===== config.mk =====
export PLATFORM = sky130hd
export DESIGN_NAME = bus_seq_arbiter
export DESIGN_NICKNAME = d
export VERILOG_FILES = /design/src/rtl/bus_seq_arbiter.sv
export SDC_FILE = /design/constraint.sdc
export NUM_CORES = 1
export LEC_CHECK = 0
export ABC_AREA = 0
export BUFFER_PORTS_ARGS = -buffer_cell sky130_fd_sc_hd__buf_2
export CAP_MARGIN = 20
export CORE_ASPECT_RATIO = 0.6
export CORE_MARGIN = 4
export CORE_UTILIZATION = 51
export CTS_BUF_LIST = sky130_fd_sc_hd__clkbuf_2
export CTS_CLUSTER_DIAMETER = 150
export DETAILED_ROUTE_END_ITERATION = 16
export GPL_ROUTABILITY_DRIVEN = 0
export PLACE_DENSITY = 0.86
export SLEW_MARGIN = 20
export SYNTH_ARGS = -nofsm -noshare
export SYNTH_HDL_FRONTEND = slang
export SYNTH_SLANG_ARGS = --single-unit
export TNS_END_PERCENT = 5

===== constraint.sdc =====
create_clock -name clk_i -period 5.65 [get_ports clk_i]
set_input_delay 0.565 -clock clk_i [delete_from_list [all_inputs] [get_ports clk_i]]
set_output_delay 0.565 -clock clk_i [all_outputs]
set_load 0.02 [all_outputs]

===== src/rtl/bus_seq_arbiter.sv =====
// bus_seq_arbiter: round-robin sharing of one bus sequencer among NUM_REQ requesters
module bus_seq_arbiter #(
  parameter int NUM_REQ     = 4,
  parameter int ADDR_WIDTH  = 32,
  parameter int ACK_TIMEOUT = 255
) (
  input  logic                          clk_i,
  input  logic                          nrst_i,
  input  logic [NUM_REQ-1:0]            req_i,
  input  logic [NUM_REQ*ADDR_WIDTH-1:0] req_addr_i,
  output logic [NUM_REQ-1:0]            gnt_o,
  output logic [NUM_REQ-1:0]            done_o,
  output logic                          err_o,
  output logic [NUM_REQ-1:0]            rd_valid_o,
  output logic [7:0]                    rd_data_o,
  output logic                          seq_start_o,
  output logic [ADDR_WIDTH-1:0]         seq_start_addr_o,
  input  logic                          seq_ready_i,
  input  logic                          seq_data_valid_i,
  input  logic [7:0]                    seq_data_i
);
  localparam int IW = $clog2(NUM_REQ);
  localparam int CW = ACK_TIMEOUT > 0 ? $clog2(ACK_TIMEOUT + 1) : 1;
  typedef enum logic [2:0] {IDLE, START, WAIT_ACK, WAIT_DONE, DONE} state_t;
  state_t state_q, state_d;
  logic [IW-1:0] idx_q, idx_d, rr_q, rr_d, pick;
  logic [CW-1:0] cnt_q, cnt_d, cnt_inc;
  logic [NUM_REQ-1:0] gnt_q, gnt_d, done_q, done_d, rdv_q, rdv_d, owner;
  logic err_q, err_d, start_q, start_d, found;
  logic [7:0] rdd_q, rdd_d;
  logic [ADDR_WIDTH-1:0] addr_q, addr_d;
  logic [ADDR_WIDTH-1:0] addr_a [NUM_REQ];
  logic [IW:0] s;
  for (genvar k = 0; k < NUM_REQ; k++) begin : g_addr
    assign addr_a[k] = req_addr_i[k*ADDR_WIDTH +: ADDR_WIDTH];
  end
  assign owner   = NUM_REQ'(1) << idx_q;
  assign cnt_inc = cnt_q + 1'b1;
  // Scan from the top offset down so the lowest offset from rr_q wins.
  always_comb begin
    found = 1'b0;
    pick  = '0;
    s     = '0;
    for (int i = NUM_REQ - 1; i >= 0; i--) begin
      s = {1'b0, rr_q} + (IW+1)'(i);
      s = (s >= (IW+1)'(NUM_REQ)) ? s - (IW+1)'(NUM_REQ) : s;
      if (req_i[s[IW-1:0]]) begin
        found = 1'b1;
        pick  = s[IW-1:0];
      end
    end
  end
  always_comb begin
    state_d = state_q;
    idx_d   = idx_q;
    rr_d    = rr_q;
    cnt_d   = cnt_q;
    gnt_d   = gnt_q;
    addr_d  = addr_q;
    done_d  = '0;
    err_d   = 1'b0;
    start_d = 1'b0;
    unique case (state_q)
      IDLE: if (found) begin
        idx_d   = pick;
        addr_d  = addr_a[pick];
        gnt_d   = NUM_REQ'(1) << pick;
        state_d = START;
      end
      START: if (seq_ready_i) begin
        start_d = 1'b1;
        cnt_d   = '0;
        state_d = WAIT_ACK;
      end
      WAIT_ACK: if (!seq_ready_i) state_d = WAIT_DONE;
      else begin
        cnt_d = cnt_inc;
        if (ACK_TIMEOUT != 0 && cnt_inc == CW'(ACK_TIMEOUT)) begin
          err_d   = 1'b1;
          done_d  = owner;
          state_d = DONE;
        end
      end
      WAIT_DONE: if (seq_ready_i) begin
        done_d  = owner;
        state_d = DONE;
      end
      DONE: begin
        gnt_d   = '0;
        rr_d    = (idx_q == IW'(NUM_REQ - 1)) ? '0 : idx_q + 1'b1;
        state_d = IDLE;
      end
      default: state_d = IDLE;
    endcase
  end
  // Read bytes are forwarded only while a sequence is in flight.
  assign rdv_d = ((state_q == WAIT_ACK || state_q == WAIT_DONE) && seq_data_valid_i) ? owner : '0;
  assign rdd_d = (rdv_d != '0) ? seq_data_i : rdd_q;
  always_ff @(posedge clk_i or negedge nrst_i) begin
    if (!nrst_i) begin
      state_q <= IDLE;
      idx_q   <= '0;
      rr_q    <= '0;
      cnt_q   <= '0;
      gnt_q   <= '0;
      done_q  <= '0;
      err_q   <= 1'b0;
      start_q <= 1'b0;
      addr_q  <= '0;
      rdv_q   <= '0;
      rdd_q   <= '0;
    end else begin
      state_q <= state_d;
      idx_q   <= idx_d;
      rr_q    <= rr_d;
      cnt_q   <= cnt_d;
      gnt_q   <= gnt_d;
      done_q  <= done_d;
      err_q   <= err_d;
      start_q <= start_d;
      addr_q  <= addr_d;
      rdv_q   <= rdv_d;
      rdd_q   <= rdd_d;
    end
  end
  assign gnt_o            = gnt_q;
  assign done_o           = done_q;
  assign err_o            = err_q;
  assign rd_valid_o       = rdv_q;
  assign rd_data_o        = rdd_q;
  assign seq_start_o      = start_q;
  assign seq_start_addr_o = addr_q;
endmodule

==> results.sh <==
export IMPL_status="complete, no violations"
export IMPL_reg2regPathDepth=5
export IMPL_setup_tns_final_ns=0
export IMPL_dieArea_um2=9340
export IMPL_synthXorXnorAreaFrac=0.0110
export IMPL_antenna_found_initial=0
export IMPL_dpl_hpwl_um=8780
export IMPL_drt_wl_total_um=12000
export IMPL_rrSetupSlack_ns=3.45
export IMPL_vias=4125
export IMPL_yosysUniqueCellTypes=47
export IMPL_crit_fanout=58
export IMPL_crit_cells=5
export IMPL_synth_compound_area_frac=0.278
export IMPL_start_util=0.537
export IMPL_cts_resized=0
export IMPL_cp_end_kind="register"
export IMPL_synthTopCellsByCount="dfrtp_1 (69), nor2_1 (42), a31oi_1 (35), a22oi_1 (32), and3_1 (29)"
export IMPL_vias_per_cell=5.70
export IMPL_synth_top_area_frac=0.433
export IMPL_internal_power_uw=1250
export IMPL_cp_endpoint="seq_start_addr_o[8]"
export IMPL_sequentialPowerShare=0.357
export IMPL_finalClockSkew_ns=0.0284
export IMPL_comb_power_share=0.520
export IMPL_cts_num_sinks=69
export IMPL_powerDensity_nw_per_um2=460
export IMPL_clk_pin_slew_ns=0.20
export IMPL_rsz0062_at_grt="false"
export IMPL_synth_edf_count=0
export IMPL_crit_buf_inv=0
export IMPL_final_min_clock_period_ns=2.20
export IMPL_setup_viol=0
export IMPL_async_flop_share=1.00
export IMPL_top_layer="met4"
export IMPL_worst_slew_pin_transition_ns=1.01
export IMPL_cp_start_kind="register"
export IMPL_min_path_type="in -> async"
export IMPL_drtIter0Drc=411
export IMPL_hold_worst_slack_ns=0.220
export IMPL_ios=198
export IMPL_cp_arrival_ns=2.63
export IMPL_crit_start="rr_q[0]"
export IMPL_synth_flop_cell="dfrtp_1"
export IMPL_wire_per_inst_um=16.5
export IMPL_max_clock_freq_ghz=0.454
export IMPL_drive_gt1_frac=0.377
export IMPL_cts_made_buffers=9
export IMPL_p_sw_uw=1090
export IMPL_p_leak_uw=0.00247
export IMPL_grt_pass1_wl_um=18600
export IMPL_synth_area_top_cells="dfrtp_1 (43%), a22oi_1 (6.0%), a31oi_1 (5.5%), and3_1 (4.6%), nor2_1 (4.0%)"
export IMPL_ant_nets=0
export IMPL_wl_met1_um=5080
export IMPL_synthMostInstantiatedCell="dfrtp_1"
export IMPL_synth_seq_area_share=0.433
export IMPL_netlist_area_um2=3990
export IMPL_clk_latency_ns=0.51
export IMPL_gr_usage_all_layers=0.245
export IMPL_crit_family="simple AND/OR/NAND/NOR gates"
export IMPL_routed_wl_met2_um=5580
export IMPL_clockRootBuffer="clkbuf_2"
export IMPL_postCtsSetupBuffers=0
export IMPL_fp_coreArea_um2=7420
export IMPL_synthAdderAreaFrac=0.0188
export IMPL_criticalPathCategory="reg -> reg"
export IMPL_drc=0
export IMPL_avgSynthCellArea_um2=9.02
export IMPL_vdd_ir_drop_max_mv=0.208
export IMPL_r2r_end="seq_start_addr_o[8]"
export IMPL_drv_slew=0
export IMPL_tritoncts="built"
export IMPL_io_buffer_count=197
export IMPL_grt_pass1_vias=3781
export IMPL_finalHoldViolations=0
export IMPL_dieWidth_um=122
export IMPL_crit_path_cell_trace="nor2b_4 -> or4_4 -> a21boi_0 -> o21ai_1 -> a31oi_1"
export IMPL_hold_buffers=0
export IMPL_rows=24
export IMPL_drtPass1Iterations=5
export IMPL_synth_cells=442
export IMPL_clockBufferDepth=2
export IMPL_regToRegStartpoint="rr_q[0]"
export IMPL_yosysWarnings=0
export IMPL_relSlewSlack=0.328
export IMPL_grt_max_degree=77
export IMPL_synth_top_cell_by_area="dfrtp_1"
export IMPL_htree_levels=3
export IMPL_slowest_stage="or4_4"
export IMPL_overflow=0
export IMPL_drv_cap=0
export IMPL_area_growth_pct=27.4
export IMPL_post_route_period_util=0.390
export IMPL_diodes=0
export IMPL_num_nets_final=765
export IMPL_ys_ff_latch=69
export IMPL_muxShareOfSynthArea=0.0254
export IMPL_synth_simple_area_share=0.179
export IMPL_pwr_share_clk=0.123
export IMPL_wl_met3_um=1130
export IMPL_synth_top_family_by_area="compound AO/OA/AOI/OAI gates"
export IMPL_slowest_delay_ns=0.79
export IMPL_p_sw_frac=0.466
export IMPL_die_h_um=76.5
export IMPL_synth_fp_nets=592
export IMPL_fillerInstances=631
export IMPL_required_ns=6.07
-- metal layers --
layer  vias to the layer above  track usage
li1                       1966            -
met1                      1950        0.332
met2                       190        0.392
met3                        19       0.0586
met4                         0       0.0715
met5                         -            0
-- stage by stage --
| stage | power, uW | setup WS [ns] | std cells | utilization | instance area, um^2 |
|---|---|---|---|---|---|
| after floorplan | 1670 | 3.59 | 442 | - | 3990 |
| after global placement | 2010 | 3.18 | 708 | 0.669 | 4960 |
| after detailed placement | 2050 | 3.24 | 708 | 0.670 | 4970 |
| after CTS | 2340 | 3.47 | 724 | 0.685 | 5080 |
| after global routing | 2500 | 3.23 | 724 | 0.685 | 5080 |
| final | 2340 | 3.45 | 724 | 0.685 | 5080 |
-- worst reg2reg max path: stages, from the launching register on --
cell      delay, ns
dfrtp_1        0.56
nor2b_4        0.08
or4_4          0.79
a21boi_0       0.40
o21ai_1        0.12
a31oi_1        0.18
-- sequential cells by signal, summed over array words and instances (netlist names) --
signal            cells
cnt_q                 8
done_o                4
err_o                 1
gnt_o                 4
idx_q                 2
rd_data_o             8
rd_valid_o            4
rr_q                  2
seq_start_addr_o     32
seq_start_o           1
state_q               3
-- cell families (layout without fill, tap and decap cells) --
logic type	Yosys count	count (layout)
adders and majority gates	6	6
buffers and inverters	48	226
and+or+nand+nor	135	135
xor gates and xnor gates	5	5
DFF	69	69
muxes	9	9
AOI/OAI and AO/OA	170	170
-- worst min-delay path by stage --
stage | to | slack [ns] | from
6_report | seq_start_addr_o[16] | 0.22 | nrst_i
5_1_grt | rd_data_o[4] | 0.21 | seq_data_i[4]
4_1_cts | cnt_q[0] | 0.22 | nrst_i
3_5_place_dp | rd_data_o[6] | 0.49 | rd_data_o[6]
3_3_place_gp | cnt_q[7] | 0.48 | cnt_q[7]
2_1_floorplan | cnt_q[0] | 0.27 | nrst_i
-- power by group through the flow --
stage	Sequential [uW]	Clock, uW	Combinational, uW
floorplan	1010	0	660
global placement	831	0	1180
detailed placement	843	0	1210
CTS	832	295	1220
global route	860	318	1330
finish	833	287	1220
-- layout by cell type, fill, tap and decap left out, drive strengths merged, types with 2 or more instances in the layout --
cell | netlist | layout
and3 | 29 | 29
dfrtp | 69 | 69
clkinvlp | 0 | 2
nand2 | 22 | 22
nand3 | 11 | 11
a31oi | 35 | 35
a21o | 6 | 6
nor3b | 5 | 5
nand3b | 4 | 4
nor2b | 3 | 3
nor2 | 42 | 42
o31ai | 2 | 2
o21ai | 54 | 54
inv | 9 | 9
nand2b | 4 | 4
nand4b | 2 | 2
mux2 | 9 | 9
ha | 6 | 6
buf | 12 | 201
clkbuf | 27 | 10
xor2 | 4 | 4
a22oi | 32 | 32
a21oi | 6 | 6
clkinv | 0 | 3
a21boi | 27 | 27
and2 | 5 | 5
nor4 | 2 | 2
-- layout make-up --
cell class	instances	area (um^2)	share of cell area
multi-input combinational	325	2060	0.405
clock inverter	6	63.8	0.0126
timing repair buffer	201	1020	0.200
inverter	9	33.8	0.00665
clock buffer	10	50.0	0.00985
sequential	69	1730	0.340
tap	104	130	0.0256
Power figures use the tool's default switching activity.
